[src/rtl/du.sv]
// du: iterative restoring divider, signed or unsigned, one quotient bit per cycle.
// Latency: WIDTH+2 cycles from the start cycle to the done pulse; the latency is fixed, including for divide-by-zero.
// Backpressure: busy=1 while an operation is in flight, and start is ignored then; a start in the done cycle is accepted.
//
// Ports:
//   clk, rst            clock; synchronous active-high reset
//   start, sgn, A, B    request, signed-mode select, dividend, divisor (sampled when accepted)
//   Quotient, Remainder registered results; saturated on overflow or divide-by-zero
//   busy, done          in-flight indicator; one-cycle result-valid pulse
//   v, n, z             overflow/div0, negative (signed mode only), zero-quotient flags
module du #(
    parameter int WIDTH = 16
) (
    input  logic             clk,
    input  logic             rst,
    input  logic             start,
    input  logic             sgn,
    input  logic [WIDTH-1:0] A,
    input  logic [WIDTH-1:0] B,
    output logic [WIDTH-1:0] Quotient,
    output logic [WIDTH-1:0] Remainder,
    output logic             busy,
    output logic             done,
    output logic             v,
    output logic             n,
    output logic             z
);

    localparam int CW = (WIDTH > 1) ? $clog2(WIDTH) : 1;

    localparam logic [WIDTH-1:0] MAX_POS = {1'b0, {(WIDTH-1){1'b1}}};
    localparam logic [WIDTH-1:0] MIN_NEG = {1'b1, {(WIDTH-1){1'b0}}};
    localparam logic [WIDTH-1:0] ALL_ONE = {WIDTH{1'b1}};
    localparam logic [CW-1:0]    LAST_IT = CW'(WIDTH - 1);

    typedef enum logic [1:0] {
        S_IDLE = 2'd0,
        S_CALC = 2'd1,
        S_FIX  = 2'd2,
        S_DONE = 2'd3
    } state_t;

    state_t state;
    state_t state_nxt;

    // Operation context, latched at accept.
    logic             sgn_q;
    logic             sa;
    logic             sb;
    logic [WIDTH-1:0] a_raw;
    logic [WIDTH-1:0] b_abs;
    logic             div_zero;
    logic             special;

    // Iteration state: dvd starts as |A| and is shifted out at the top while
    // quotient bits are shifted in at the bottom, so it ends up holding |Q|.
    logic [WIDTH-1:0] prem;
    logic [WIDTH-1:0] dvd;
    logic [CW-1:0]    cnt;

    logic accept;
    assign accept = start && ((state == S_IDLE) || (state == S_DONE));

    // ------------------------------------------------------------------
    // FSM: state register
    // ------------------------------------------------------------------
    always_ff @(posedge clk) begin
        if (rst) begin
            state <= S_IDLE;
        end else begin
            state <= state_nxt;
        end
    end

    // ------------------------------------------------------------------
    // FSM: next-state logic
    // ------------------------------------------------------------------
    always_comb begin
        state_nxt = state;
        case (state)
            S_IDLE: if (start) state_nxt = S_CALC;
            S_CALC: if (cnt == LAST_IT) state_nxt = S_FIX;
            S_FIX:  state_nxt = S_DONE;
            S_DONE: state_nxt = start ? S_CALC : S_IDLE;
            default: state_nxt = S_IDLE;
        endcase
    end

    // ------------------------------------------------------------------
    // FSM: outputs
    // ------------------------------------------------------------------
    always_comb begin
        busy = 1'b0;
        done = 1'b0;
        case (state)
            S_CALC,
            S_FIX:  busy = 1'b1;
            S_DONE: done = 1'b1;
            default: ;
        endcase
    end

    // ------------------------------------------------------------------
    // Operand conditioning at accept
    // ------------------------------------------------------------------
    logic             a_neg_in;
    logic             b_neg_in;
    logic [WIDTH-1:0] a_abs_in;
    logic [WIDTH-1:0] b_abs_in;

    always_comb begin
        a_neg_in = sgn & A[WIDTH-1];
        b_neg_in = sgn & B[WIDTH-1];
        // The most negative value maps to itself, which is the correct
        // magnitude when it is read back as unsigned.
        a_abs_in = a_neg_in ? (~A + 1'b1) : A;
        b_abs_in = b_neg_in ? (~B + 1'b1) : B;
    end

    // ------------------------------------------------------------------
    // One restoring step
    // ------------------------------------------------------------------
    logic [WIDTH:0] shifted;
    logic [WIDTH:0] trial;
    logic           trial_ok;

    always_comb begin
        // Because prem < |B| always holds, the shifted value is below 2*|B|
        // and fits in WIDTH+1 bits, so a top-bit check on trial is a sign test.
        shifted  = {prem, dvd[WIDTH-1]};
        trial    = shifted - {1'b0, b_abs};
        trial_ok = ~trial[WIDTH];
    end

    // ------------------------------------------------------------------
    // Sign correction and saturation
    // ------------------------------------------------------------------
    logic [WIDTH-1:0] fix_q;
    logic [WIDTH-1:0] fix_r;
    logic             fix_v;

    always_comb begin
        fix_q = (sa ^ sb) ? (~dvd + 1'b1) : dvd;
        fix_r = sa ? (~prem + 1'b1) : prem;
        fix_v = 1'b0;
        if (div_zero) begin
            // The magnitude path ran to completion anyway (with all ones),
            // but its result is discarded in favour of the saturated value.
            fix_v = 1'b1;
            fix_r = a_raw;
            if (!sgn_q) begin
                fix_q = ALL_ONE;
            end else if (sa) begin
                fix_q = MIN_NEG;
            end else begin
                fix_q = MAX_POS;
            end
        end else if (special) begin
            fix_v = 1'b1;
            fix_q = MAX_POS;
            fix_r = '0;
        end
    end

    // ------------------------------------------------------------------
    // Datapath registers
    // ------------------------------------------------------------------
    always_ff @(posedge clk) begin
        if (rst) begin
            sgn_q     <= 1'b0;
            sa        <= 1'b0;
            sb        <= 1'b0;
            a_raw     <= '0;
            b_abs     <= '0;
            div_zero  <= 1'b0;
            special   <= 1'b0;
            prem      <= '0;
            dvd       <= '0;
            cnt       <= '0;
            Quotient  <= '0;
            Remainder <= '0;
            v         <= 1'b0;
            n         <= 1'b0;
            z         <= 1'b0;
        end else begin
            if (accept) begin
                sgn_q    <= sgn;
                sa       <= a_neg_in;
                sb       <= b_neg_in;
                a_raw    <= A;
                b_abs    <= b_abs_in;
                div_zero <= (B == '0);
                special  <= sgn && (A == MIN_NEG) && (B == ALL_ONE);
                prem     <= '0;
                dvd      <= a_abs_in;
                cnt      <= '0;
            end else if (state == S_CALC) begin
                prem <= trial_ok ? trial[WIDTH-1:0] : shifted[WIDTH-1:0];
                dvd  <= {dvd[WIDTH-2:0], trial_ok};
                cnt  <= cnt + 1'b1;
            end else if (state == S_FIX) begin
                Quotient  <= fix_q;
                Remainder <= fix_r;
                v         <= fix_v;
                n         <= sgn_q & fix_q[WIDTH-1];
                z         <= (fix_q == '0);
            end
        end
    end

endmodule

[config.mk]
export PLATFORM = sky130hd
export DESIGN_NAME = du
export DESIGN_NICKNAME = d
export VERILOG_FILES = /design/src/rtl/du.sv
export SDC_FILE = /design/constraint.sdc
export NUM_CORES = 1
export LEC_CHECK = 0
export CORE_AREA = 2 2 159 83
export DETAILED_ROUTE_END_ITERATION = 10
export DIE_AREA = 0 0 161 85
export PLACE_DENSITY = 0.77
export RECOVER_POWER = 100
export SLEW_MARGIN = 10
export SYNTH_ARGS = -nofsm -noshare
export SYNTH_HDL_FRONTEND = slang
export SYNTH_SLANG_ARGS = --single-unit
[constraint.sdc]
create_clock -name clk -period 7.61 [get_ports clk]
set_input_delay 2.283 -clock clk [delete_from_list [all_inputs] [get_ports clk]]
set_output_delay 2.283 -clock clk [all_outputs]
set_load 0.01 [all_outputs]
# Word-level counts from Yosys, hierarchy flattened
# Index checks and enable logic that the tools add are counted.
dict set report word_totals {
  wordCells 74
  ff_bits 110
  output_inout_bits 37
  in_bits 36
}
dict set report op_classes {
  reduce_logical 12
  n_eq_ne 8
  mux 21
  bitwise_logic 11
  addsub 6
}
# operator n
set op_table {}
lappend op_table {{$mux 16} 13}
lappend op_table {{$add 16x1->16 const B} 4}
lappend op_table {{$not 16->16} 4}
lappend op_table {{$eq 16x16->1 const B} 2}
lappend op_table {{$logic_not 16->1} 2}
lappend op_table {{$sub 17x16->17} 1}
lappend op_table {{$pmux 2 s4} 1}
lappend op_table {{$mux 1} 5}
lappend op_table {{$add 4x1->4 const B} 1}
lappend op_table {{$eq 2x2->1 const B} 2}
lappend op_table {{$eq 4x4->1 const B} 1}
lappend op_table {{$mux 2} 2}
lappend op_table {{$ne 2x2->1 const B} 2}
lappend op_table {{$reduce_or 2->1} 2}
lappend op_table {{$and 1x1->1} 3}
lappend op_table {{$logic_and 1x1->1} 3}
lappend op_table {{$not 1->1} 3}
lappend op_table {{$reduce_and 3->1} 1}
lappend op_table {{$eq 2x1->1 const B} 1}
lappend op_table {{$logic_not 2->1} 1}
lappend op_table {{$reduce_and 2->1} 1}
lappend op_table {{$reduce_bool 2->1} 1}
lappend op_table {{$logic_or 1x1->1} 1}
lappend op_table {{$xor 1x1->1} 1}

# Depth between registers and ports, before layout
# Gate-level depths: netlist of the first run.
dict set report logic_depth {
  depth_word 6
  ltp_mapped 11
  mapped_depth_nobuf 10
}

# Least setup slack after synthesis of the first run
# No wires, ideal clock.
dict set report synth_timing {
  kind {input -> register}
  from {input A[2]}
  to {register dvd[10]}
  setup_ps 86
  t_arrival_ps 3612
  path_stages 6
  required_time_ps 7524
  path_slack_ps 3912
  path_buffers 0
  path_cell_list {nor4_1 -> nand2b_1 -> nor3b_1 -> a21oi_1 -> xnor2_1 -> a211oi_1}
}
dict set report synth_via {
  elab_chain_cells 4
}
# element line
set synth_lines {}
lappend synth_lines {{from (decl)} 18} ;# input logic [WIDTH-1:0] A,
lappend synth_lines {{$not 16->16} 116} ;# a_abs_in = a_neg_in ? (~A + 1'b1) : A;
lappend synth_lines {{$add 16x1->16} 116}
lappend synth_lines {{$mux 16} 116}
lappend synth_lines {{$mux 16} 186} ;# if (accept) begin
lappend synth_lines {{to (signal assigned)} 195} ;# dvd <= a_abs_in;
lappend synth_lines {{to (signal assigned)} 199} ;# dvd <= {dvd[WIDTH-2:0], trial_ok};
lappend synth_lines {{to (decl)} 58} ;# logic [WIDTH-1:0] dvd;
# Every way passes these cells.
# A chain may end at the register's enable or synchronous reset.

# Worst setup path in the final report of the first run
dict set report layout_timing {
  from {input start}
  to {register dvd[15]}
}
dict set report layout_via {
  elab_chain_cells 2
  elab_cells_between_ends 3
  cone_classes {mux: 1; reduce/logical: 2}
}
# element line
set layout_lines {}
lappend layout_lines {{from (decl)} 16} ;# input logic start,
lappend layout_lines {{$logic_and 1x1->1 (*)} 62} ;# assign accept = start && ((state == S_IDLE) || (state == S_DONE));
lappend layout_lines {{$mux 16 / $reduce_bool 2->1 (equally long branches)} -}
# Every way passes the cells marked *; elsewhere a longest branch is shown, timed or not.

==> load_flow_metrics.sql, run 1 <==
INSERT INTO impl_metrics (metric_group, metric, value, unit) VALUES
('status', 'outcome', 'finished, violations left', ''),
('status', 'violations', 'max-capacitance violations, max-slew violations', ''),
('synthesis', 'synth_seq_cells', '110', ''),
('drt', 'avgViaCountPerCell', '6.09', ''),
('setup_path', 'worst-setup-path-type', 'in2reg', ''),
('placement', 'dp_hpwl', '14600', 'µm'),
('timing', 'setup_total_negative_slack', '0', 'ns'),
('placement', 'globalplace.congestion', '0.974', ''),
('clock_tree', 'postCtsResizedCells', '0', ''),
('clock_tree', 'clock_insertion_delay_worst_skew', '0.36', 'ns'),
('timing', 'finalCritPeriodShare', '71.0', '%'),
('floorplanning', 'design.die.area', '13700', 'µm²'),
('synthesis', 'synth_flop_cell', 'dfxtp_1', ''),
('floorplanning', 'fp.dieH', '85', 'µm'),
('drt', 'detailed_route_wire_length', '19500', 'µm'),
('timing', 'maxClockFrequency', '185', 'MHz'),
('floorplanning', 'num_io_pins', '73', ''),
('setup_path', 'worst_ep_required_time', '7.90', 'ns'),
('global_routing', 'grt_use_total', '29.1', '%'),
('global_routing', 'grt_antenna_before_repair', '0', ''),
('drt', 'drt_drc_violations_left', '0', ''),
('setup_path', 'critical_path_peak_fanout', '63', ''),
('setup_path', 'critPathMostFrequentCell', 'nor2_1', ''),
('floorplanning', 'floorplan.die.width', '161', 'µm'),
('global_routing', 'first_global_vias', '5632', ''),
('synthesis', 'synth_seq_area_share', '33.2', '%'),
('global_routing', 'first_pass_grt_wire_length', '31300', 'µm'),
('global_routing', 'grt_start_max_net_pins', '90', ''),
('run', 'drv_cap', '1', ''),
('synthesis', 'yosysUniqueCellTypes', '62', ''),
('synthesis', 'mappedNetlistArea', '6630', 'µm²'),
('timing', 'timing.final.hold_violations', '0', ''),
('floorplanning', 'floorplan.initialDensity', '53.8', '%'),
('drt', 'routed_wire_length_per_instance', '18.5', 'µm'),
('setup_path', 'reg2reg_setup_slack', '3.91', 'ns'),
('timing', 'worst_hold_slack', '0.458', 'ns'),
('cells_and_area', 'instances_no_fill', '1052', ''),
('cells_and_area', 'nNetsFinal', '941', ''),
('clock_tree', 'cts.sink_count', '110', ''),
('clock_tree', 'htree_num_levels', '3', ''),
('clock_tree', 'tritoncts_clock_tree', 'built', ''),
('clock_tree', 'postCtsHoldBufs', '0', ''),
('hold_path', 'min-delay-path-class', 'reg2reg', ''),
('cells_and_area', 'antennaDiodeCount', '0', ''),
('setup_path', 'worst-endpoint-arrival', '5.69', 'ns'),
('timing', 'final-setup-viol-count', '0', ''),
('setup_path', 'cp-end-kind', 'register', ''),
('floorplanning', 'core-area', '12300', 'µm²'),
('setup_path', 'highest_cell_delay_on_the_worst_timing_path', '1.84', 'ns'),
('drt', 'num_vias', '6405', ''),
('power', 'totalPowerFinal', '3.08', 'mW'),
('power', 'power.density', '400', 'nW/µm²'),
('placement', 'placed_cells_incl_taps', '1036', ''),
('clock_tree', 'cts.clk_slew.worst_paths', '0.08', 'ns'),
('timing', 'finalWorstPathRequiredPeriod', '5.40', 'ns'),
('timing', 'finalClockSkew', '0.00604', 'ns'),
('power', 'vdd.ir_drop.worst', '0.292', 'mV'),
('synthesis', 'synth_cells', '840', ''),
('timing', 'tightest_slew', '2.57', 'ns'),
('global_routing', 'global_route.overflow_total', '0', ''),
('timing', 'setup_repair_after_global_routing_missed_its_margin', 'no', ''),
('clock_tree', 'numCtsBuffers', '9', ''),
('clock_tree', 'cts-root-to-sink-buffers', '2', ''),
('synthesis', 'postSynth.asyncResetShare', '0', '%'),
('timing', 'timing.final.max_slew_violations', '64', ''),
('synthesis', 'synth_edf_count', '0', ''),
('setup_path', 'worst_setup_start_kind', 'primary input', ''),
('timing', 'slew-limit-headroom', '-71.6', '%'),
('synthesis', 'synth-warning-count', '0', ''),
('power', 'static-leakage-power', '2.96', 'nW'),
('floorplanning', 'placementRows', '29', ''),
('drt', 'first_iter_violations', '950', ''),
('synthesis', 'postSynthAreaPerCell', '7.90', 'µm²'),
('clock_tree', 'postCtsSetupRepairBufs', '0', ''),
('cells_and_area', 'final_core_utilization', '62.4', '%'),
('cells_and_area', 'share_of_cells_above_drive_strength_1', '3.51', '%'),
('cells_and_area', 'syn_to_final_growth', '16.0', '%'),
('placement', 'number_of_buffers_inserted_by_port_buffering', '72', ''),
('drt', 'detail-route-antenna-nets', '0', ''),
('synthesis', 'postSynthNetCount', '904', ''),
('clock_tree', 'cell_chosen_for_the_clock_root', 'clkbuf_16', ''),
('setup_path', 'crit_path_cells', 'dlygate4sd3_1, inv_1, nor2_1, clkbuf_1, nand2_1, o22a_1, nor2_1', ''),
('drt', 'dr.pass1.iters', '5', ''),
('setup_path', 'timing.critical_path.slowest_stage_cell', 'clkbuf_1', '');
==> synthesized netlist by cell type, types with 4 or more instances <==
| cell type | n | share of area (%) |
|---|---|---|
| dfxtp_1 | 110 | 33 |
| nor2_1 | 96 | 5.4 |
| nand2_1 | 79 | 4.5 |
| a21oi_1 | 74 | 5.6 |
| clkbuf_1 | 46 | 2.6 |
| xnor2_1 | 43 | 5.7 |
| inv_1 | 40 | 2.3 |
| nor3_1 | 38 | 2.9 |
| a211oi_1 | 36 | 4.1 |
| o21ai_0 | 34 | 2.6 |
| ha_1 | 27 | 5.1 |
| mux2i_1 | 23 | 3.5 |
| xor2_1 | 20 | 2.6 |
| a221oi_1 | 16 | 2.1 |
| a31oi_1 | 13 | 1.2 |
| nand3_1 | 12 | 0.91 |
| nor2b_1 | 11 | 1.0 |
| or3_1 | 10 | 0.94 |
| nand2b_1 | 9 | 0.85 |
| a311oi_1 | 8 | 1.1 |
| nor4_1 | 8 | 0.75 |
| a22oi_1 | 7 | 0.79 |
| o21ai_1 | 7 | 0.53 |
| o31ai_1 | 7 | 0.79 |
| and3_1 | 6 | 0.57 |
| nand4_1 | 5 | 0.47 |
| a21o_1 | 4 | 0.45 |
==> layout by cell type, fill, tap and decap left out, types with 3 or more instances in the layout <==
cell / count
a211oi_1: 36
a21o_1: 4
a21oi_1: 74
a221oi_1: 16
a22oi_1: 7
a311oi_1: 8
a31oi_1: 13
and3_1: 6
buf_4: 4
clkbuf_1: 3
clkbuf_16: 9
clkdlybuf4s50_1: 30
clkinv_4: 3
dfxtp_1: 110
dlygate4sd3_1: 41
ha_1: 26
inv_1: 40
mux2i_1: 23
nand2_1: 79
nand2b_1: 9
nand3_1: 12
nand4_1: 5
nor2_1: 95
nor2b_1: 11
nor3_1: 38
nor3b_1: 3
nor4_1: 8
o21a_1: 3
o21ai_0: 36
o21ai_1: 5
o31ai_1: 7
or3_1: 10
xnor2_1: 43
xor2_1: 20
==> logic make-up (layout without fill, tap and decap cells) <==
kind of cell	count (synthesis)	after routing	synth area share (%)
AO/OA/AOI/OAI	233	233	23.2
multiplexers	24	24	3.64
XOR/XNOR	64	64	8.73
flip-flops	110	110	33.2
buffers and inverters	92	134	5.45
AND/OR/NAND/NOR	289	289	20.3
adder cells (fa/ha/maj)	28	28	5.40
==> layer usage <==
| metal | up-vias | GRT usage, % | part of all wire, % |
|---|---|---|---|
| met5 | - | 0 | 0 |
| met4 | 0 | 4.38 | 0.93 |
| met3 | 25 | 8.16 | 13 |
| met2 | 343 | 34.3 | 35 |
| met1 | 2947 | 49.8 | 51 |
| li1 | 3090 | - | - |
==> worst max-delay path: cells and delay by family <==
kind            cells  cell delay (ns)
simple gates        3             0.63
buf+inv             3             2.48
compound gates      1             0.30
==> flip-flops by register name, indices dropped and copies added (netlist names) <==
| signal | count |
|---|---|
| Quotient | 16 |
| Remainder | 16 |
| a_raw | 16 |
| b_abs | 16 |
| dvd | 16 |
| prem | 16 |
| cnt | 4 |
| state | 2 |
| div_zero | 1 |
| n | 1 |
| sa | 1 |
| sb | 1 |
| sgn_q | 1 |
| special | 1 |
| v | 1 |
| z | 1 |
==> cell type report <==
type / instances / area (µm²)
timing repair buffer: 78 / 752
sequential: 110 / 2200
clock inverter: 7 / 78.8
tap: 170 / 213
fill: 1111 / 4640
inverter: 40 / 150
clock buffer: 9 / 225
multi-input combinational: 638 / 4070
==> where the power goes <==
group          internal (mW)  switching, mW  total [mW]
sequential             0.718          0.191       0.909
clock                  0.233          0.243       0.476
combinational          0.701          0.995        1.70
total                   1.65           1.43        3.08
==> stage by stage <==
| stage | cell area, µm² | worst slack [ns] |
|---|---|---|
| 6_report | 7690 | 2.21 |
| 3_3_place_gp | 7410 | 2.49 |
| 3_5_place_dp | 7410 | 2.32 |
| 5_1_grt | 7690 | 1.94 |
| 4_1_cts | 7710 | 2.68 |
| 2_1_floorplan | 6630 | 3.91 |
==> worst paths after layout <==
check / start / endpoint / cells after the start
setup / recovery: start / dvd[15] / 7
hold / removal: n / n / 2
setup reg to reg: state[0] / dvd[15] / 7
hold reg to reg: n / n / 2
Note: power is estimated with default switching activity, not from simulation.
==> inputs of run 2 (changes only) <==
Clock period 7.61 ns to 5 ns, I/O delays scaled along.
==> load_flow_metrics.sql, run 2 (synthesized netlist as in run 1, its figures left out) <==
INSERT INTO impl_metrics (metric_group, metric, value, unit) VALUES
('status', 'outcome', 'complete, no violations', ''),
('timing', 'maxClockFrequency', '253', 'MHz'),
('cells_and_area', 'most_used_cells_in_the_layout_excluding_fill_and_tap_cells', '110 x dfxtp_1, 95 x nor2_1, 79 x nand2_1, 74 x a21oi_1, 43 x xnor2_1', ''),
('drt', 'detailed_route_wire_length', '19300', 'µm'),
('drt', 'avgViaCountPerCell', '6.09', ''),
('timing', 'tightest_slew', '1.25', 'ns'),
('clock_tree', 'clock_insertion_delay_worst_skew', '0.35', 'ns'),
('placement', 'dp_worst_setup_slack', '1.03', 'ns'),
('clock_tree', 'postCtsHoldBufs', '0', ''),
('setup_path', 'timing.critical_path.slowest_stage_cell', 'and3_1', ''),
('setup_path', 'crit_path_cells', 'dlygate4sd3_1, nand2b_1, clkbuf_1, and3_1, mux2i_1, nor2_1', ''),
('placement', 'globalplace.congestion', '0.962', ''),
('setup_path', 'highest_cell_delay_on_the_worst_timing_path', '0.88', 'ns'),
('timing', 'post-route-worst-setup-slack', '1.05', 'ns'),
('cells_and_area', 'syn_to_final_growth', '15.9', '%'),
('clock_tree', 'cts.sink_count', '110', ''),
('global_routing', 'first_global_vias', '5604', ''),
('clock_tree', 'cts.clk_slew.worst_paths', '0.08', 'ns'),
('clock_tree', 'cell_chosen_for_the_clock_root', 'clkbuf_16', ''),
('drt', 'num_vias', '6423', ''),
('drt', 'routed_wire_length_per_instance', '18.3', 'µm'),
('timing', 'timing.final.hold_violations', '0', ''),
('setup_path', 'worst_setup_start_kind', 'primary input', ''),
('clock_tree', 'postCtsResizedCells', '0', ''),
('cells_and_area', 'final_common_cell', 'dfxtp_1', ''),
('floorplanning', 'floorplan.initialDensity', '53.8', '%'),
('drt', 'dr.pass1.iters', '5', ''),
('floorplanning', 'floorplan.die.width', '161', 'µm'),
('timing', 'finalClockSkew', '0.00915', 'ns'),
('timing', 'finalCritPeriodShare', '79.0', '%'),
('floorplanning', 'core-area', '12300', 'µm²'),
('setup_path', 'worst-endpoint-arrival', '4.17', 'ns'),
('global_routing', 'first_pass_grt_wire_length', '31000', 'µm'),
('setup_path', 'worst_ep_required_time', '5.21', 'ns'),
('floorplanning', 'num_io_pins', '73', ''),
('drt', 'drt_drc_violations_left', '0', ''),
('clock_tree', 'htree_num_levels', '3', ''),
('placement', 'dp_hpwl', '14400', 'µm'),
('global_routing', 'grt_use_total', '28.8', '%'),
('power', 'power.density', '605', 'nW/µm²'),
('run', 'drv_cap', '0', ''),
('setup_path', 'cp-end-kind', 'register', ''),
('clock_tree', 'tritoncts_clock_tree', 'built', ''),
('power', 'vdd.ir_drop.worst', '0.335', 'mV'),
('placement', 'number_of_buffers_inserted_by_port_buffering', '72', ''),
('clock_tree', 'postCtsSetupRepairBufs', '0', ''),
('timing', 'timing.final.max_slew_violations', '0', ''),
('setup_path', 'critical_path_peak_fanout', '25', ''),
('clock_tree', 'numCtsBuffers', '9', ''),
('timing', 'final-setup-viol-count', '0', ''),
('floorplanning', 'placementRows', '29', ''),
('timing', 'setup_total_negative_slack', '0', 'ns'),
('cells_and_area', 'nNetsFinal', '943', ''),
('clock_tree', 'cts-root-to-sink-buffers', '2', ''),
('hold_path', 'min-delay-path-class', 'reg2reg', ''),
('global_routing', 'grt_start_max_net_pins', '89', ''),
('global_routing', 'global_route.overflow_total', '0', ''),
('drt', 'detail-route-antenna-nets', '0', ''),
('drt', 'first_iter_violations', '782', ''),
('timing', 'finalWorstPathRequiredPeriod', '3.95', 'ns'),
('floorplanning', 'design.die.area', '13700', 'µm²'),
('power', 'static-leakage-power', '2.98', 'nW'),
('timing', 'setup_repair_after_global_routing_missed_its_margin', 'no', ''),
('timing', 'slew-limit-headroom', '16.9', '%'),
('cells_and_area', 'antennaDiodeCount', '0', ''),
('floorplanning', 'fp.dieH', '85', 'µm'),
('setup_path', 'worst-setup-path-type', 'in2reg', ''),
('cells_and_area', 'share_of_cells_above_drive_strength_1', '3.73', '%'),
('global_routing', 'grt_antenna_before_repair', '0', '');
run 2: layout make-up:
class / count / area (µm²)
multi-input cells: 638 / 4050
repair buffers: 80 / 769
clock buffers: 9 / 225
fillers: 1131 / 4650
well taps: 170 / 213
flip-flops and latches: 110 / 2200
clock inverters: 7 / 73.8
inverters: 40 / 150
run 2: stage by stage:
stage                     std cells  util [%]  area [µm²]  hold slack, ns  total power [mW]
final                          1054      62.3        7690           0.460              4.65
after global routing           1054      62.3        7690           0.473              4.97
after CTS                      1054      62.6        7720           0.462              4.65
after detailed placement       1038      60.2        7420           0.449              3.91
after global placement         1038      60.2        7420           0.444              3.88
after floorplan                 840         -        6630           0.436              3.27
run 2: worst paths after layout:
path | depth (start not counted) | from | to | slack (ns)
setup / recovery | 6 | start | Quotient[5] | 1.05
hold / removal | 2 | a_raw[5] | a_raw[5] | 0.46
setup reg to reg | 10 | dvd[15] | dvd[0] | 1.30
hold reg to reg | 2 | a_raw[5] | a_raw[5] | 0.46
run 2: critical path: cells and delay by family:
kind	cells	cell delay, ns
buffers and inverters	2	1.34
multiplexers	1	0.26
AND/OR/NAND/NOR	3	1.04
run 2: power by group:
part           internal, mW  switching, mW
combinational          1.05           1.49
clock                 0.357          0.377
sequential             1.09          0.281
total                  2.50           2.15
run 2: layer usage:
| metal | vias to the layer above | share of wire [%] | track usage [%] | wire, µm |
|---|---|---|---|---|
| met5 | - | 0 | 0 | 0 |
| met4 | 0 | 0.67 | 4.87 | 129 |
| met3 | 13 | 15 | 10.9 | 2870 |
| met2 | 369 | 34 | 33.6 | 6500 |
| met1 | 2964 | 51 | 47.5 | 9800 |
| li1 | 3077 | - | - | - |
==> inputs of run 3 (changes only) <==
Settings changed: CORE_AREA 2 2 159 83 to 2 2 163 85, DIE_AREA 0 0 161 85 to 0 0 165 87.
Clock period 5 ns to 3.42 ns, I/O delays scaled along.
==> load_flow_metrics.sql, run 3 (synthesized netlist as in run 1, its figures left out) <==
INSERT INTO impl_metrics (metric_group, metric, value, unit) VALUES
('status', 'outcome', 'complete, no violations', ''),
('floorplanning', 'floorplan.initialDensity', '50.6', '%'),
('global_routing', 'first_global_vias', '5725', ''),
('timing', 'maxClockFrequency', '329', 'MHz'),
('hold_path', 'min-delay-path-class', 'reg2reg', ''),
('timing', 'timing.final.hold_violations', '0', ''),
('floorplanning', 'design.die.area', '14400', 'µm²'),
('clock_tree', 'numCtsBuffers', '9', ''),
('cells_and_area', 'syn_to_final_growth', '18.0', '%'),
('cells_and_area', 'instances_no_fill', '1076', ''),
('global_routing', 'grt_antenna_before_repair', '0', ''),
('timing', 'final-setup-viol-count', '0', ''),
('drt', 'num_vias', '6538', ''),
('placement', 'globalplace.congestion', '0.961', ''),
('setup_path', 'worst_r2r_path_depth', '11', ''),
('drt', 'routed_wire_length_per_instance', '18.7', 'µm'),
('power', 'power.density', '888', 'nW/µm²'),
('global_routing', 'grt_start_max_net_pins', '64', ''),
('setup_path', 'worst_r2r_endpoint', 'prem[0]', ''),
('cells_and_area', 'share_of_cells_above_drive_strength_1', '5.56', '%'),
('placement', 'placed_cells_incl_taps', '1060', ''),
('cells_and_area', 'most_used_cells_in_the_layout_excluding_fill_and_tap_cells', '110 x dfxtp_1, 94 x nor2_1, 79 x nand2_1, 74 x a21oi_1, 43 x xnor2_1', ''),
('cells_and_area', 'n_fill_cell', '1184', ''),
('cells_and_area', 'nNetsFinal', '959', ''),
('floorplanning', 'fp.dieH', '87', 'µm'),
('cells_and_area', 'final_common_cell', 'dfxtp_1', ''),
('timing', 'setup_total_negative_slack', '0', 'ns'),
('drt', 'avgViaCountPerCell', '6.08', ''),
('drt', 'dr.pass1.iters', '5', ''),
('clock_tree', 'cell_chosen_for_the_clock_root', 'clkbuf_16', ''),
('setup_path', 'cp-end-kind', 'register', ''),
('clock_tree', 'postCtsResizedCells', '0', ''),
('clock_tree', 'postCtsHoldBufs', '0', ''),
('placement', 'dp_worst_setup_slack', '0.419', 'ns'),
('power', 'static-leakage-power', '3.05', 'nW'),
('hold_path', 'hold-path-endpoint', 'Quotient[8]', ''),
('run', 'drv_cap', '0', ''),
('floorplanning', 'placementRows', '30', ''),
('setup_path', 'worst-endpoint-arrival', '3.32', 'ns'),
('timing', 'slew-limit-headroom', '18.5', '%'),
('floorplanning', 'floorplan.die.width', '165', 'µm'),
('setup_path', 'setup.worst_path.start', 'start', ''),
('cells_and_area', 'antennaDiodeCount', '0', ''),
('cells_and_area', 'multiInputGateArea', '4070', 'µm²'),
('timing', 'post-route-worst-setup-slack', '0.379', 'ns'),
('clock_tree', 'cts-root-to-sink-buffers', '2', ''),
('clock_tree', 'tritoncts_clock_tree', 'built', ''),
('floorplanning', 'core-area', '13100', 'µm²'),
('hold_path', 'worst_hold_startpoint', 'Quotient[8]', ''),
('cells_and_area', 'final_core_utilization', '59.8', '%'),
('floorplanning', 'num_io_pins', '73', ''),
('drt', 'first_iter_violations', '914', ''),
('power', 'vdd.ir_drop.worst', '0.471', 'mV'),
('cells_and_area', 'seq_area', '2200', 'µm²'),
('global_routing', 'first_pass_grt_wire_length', '31600', 'µm'),
('timing', 'tightest_slew', '1.22', 'ns'),
('setup_path', 'r2r_start', 'dvd[15]', ''),
('setup_path', 'reg2reg_setup_slack', '0.43', 'ns'),
('drt', 'detailed_route_wire_length', '20200', 'µm'),
('timing', 'finalWorstPathRequiredPeriod', '3.04', 'ns'),
('global_routing', 'grt_use_total', '28.7', '%'),
('placement', 'dp_hpwl', '15100', 'µm'),
('drt', 'detail-route-antenna-nets', '0', ''),
('timing', 'finalClockSkew', '0.0126', 'ns'),
('timing', 'timing.final.max_slew_violations', '0', ''),
('hold_path', 'hold_crit_depth', '2', ''),
('setup_path', 'worst_ep_required_time', '3.70', 'ns'),
('global_routing', 'global_route.overflow_total', '0', ''),
('clock_tree', 'clock_insertion_delay_worst_skew', '0.36', 'ns'),
('clock_tree', 'cts.sink_count', '110', ''),
('clock_tree', 'postCtsSetupRepairBufs', '0', ''),
('setup_path', 'critical_path_peak_fanout', '41', ''),
('clock_tree', 'htree_num_levels', '3', ''),
('placement', 'number_of_buffers_inserted_by_port_buffering', '72', ''),
('setup_path', 'worst-setup-path-type', 'in2reg', ''),
('timing', 'setup_repair_after_global_routing_missed_its_margin', 'no', ''),
('timing', 'finalCritPeriodShare', '88.9', '%'),
('setup_path', 'worst_setup_start_kind', 'primary input', ''),
('clock_tree', 'cts.clk_slew.worst_paths', '0.08', 'ns'),
('drt', 'drt_drc_violations_left', '0', '');
-- run 3: cell types whose count changed in the layout (fill, tap and decap cells not counted), sizes merged --
cell           before  now
buf                 7   20
bufinv              0    1
clkbuf             11   14
clkdlybuf4s50      31   32
clkinv              2    3
dlygate4sd3        40   39
inv                45   43
-- run 3: metal layers --
metal  share of wire (%)  global-route usage (%)  vias up
li1                    -                       -     3121
met1                  49                    45.5     3010
met2                  34                    32.5      384
met3                  16                    15.0       23
met4                 1.1                    4.82        0
met5                   0                       0        -
-- run 3: layout make-up --
class | count | share of cell area [%]
clock buffer | 9 | 2.88
tap | 176 | 2.81
inverter | 40 | 1.92
timing repair buffer | 96 | 11.2
multi-input combinational | 638 | 52.0
sequential | 110 | 28.1
clock inverter | 7 | 1.01
-- run 3: worst max path at each step --
stage	to	slack, ns	cells after the start
after detailed placement	b_abs[14]	0.42	9
after global placement	dvd[11]	0.46	10
after floorplan	prem[10]	0.85	11
final	prem[15]	0.38	6
after global routing	prem[0]	0.23	11
after CTS	prem[4]	0.54	11
-- run 3: through the flow --
stage | power, mW | hold WS (ns) | area [µm²]
finish | 6.95 | 0.454 | 7830
global route | 7.43 | 0.476 | 7830
CTS | 6.92 | 0.460 | 7870
detailed placement | 5.82 | 0.448 | 7560
global placement | 5.77 | 0.447 | 7560
floorplan | 4.78 | 0.436 | 6630
-- run 3: worst max-delay path, stage by stage --
cell and delay, ns:
dlygate4sd3_1 0.59, nand2b_1 0.11, clkbuf_2 0.65, nand2_1 0.40
or3_1 0.40, o22ai_1 0.12
-- run 3: power by group --
part / switching, mW / total (mW) / leakage, nW / internal, mW
Combinational: 2.22 / 3.83 / 2.00 / 1.61
Clock: 0.518 / 1.10 / 0.151 / 0.578
Sequential: 0.428 / 2.02 / 0.898 / 1.60
Total: 3.16 / 6.95 / 3.05 / 3.79
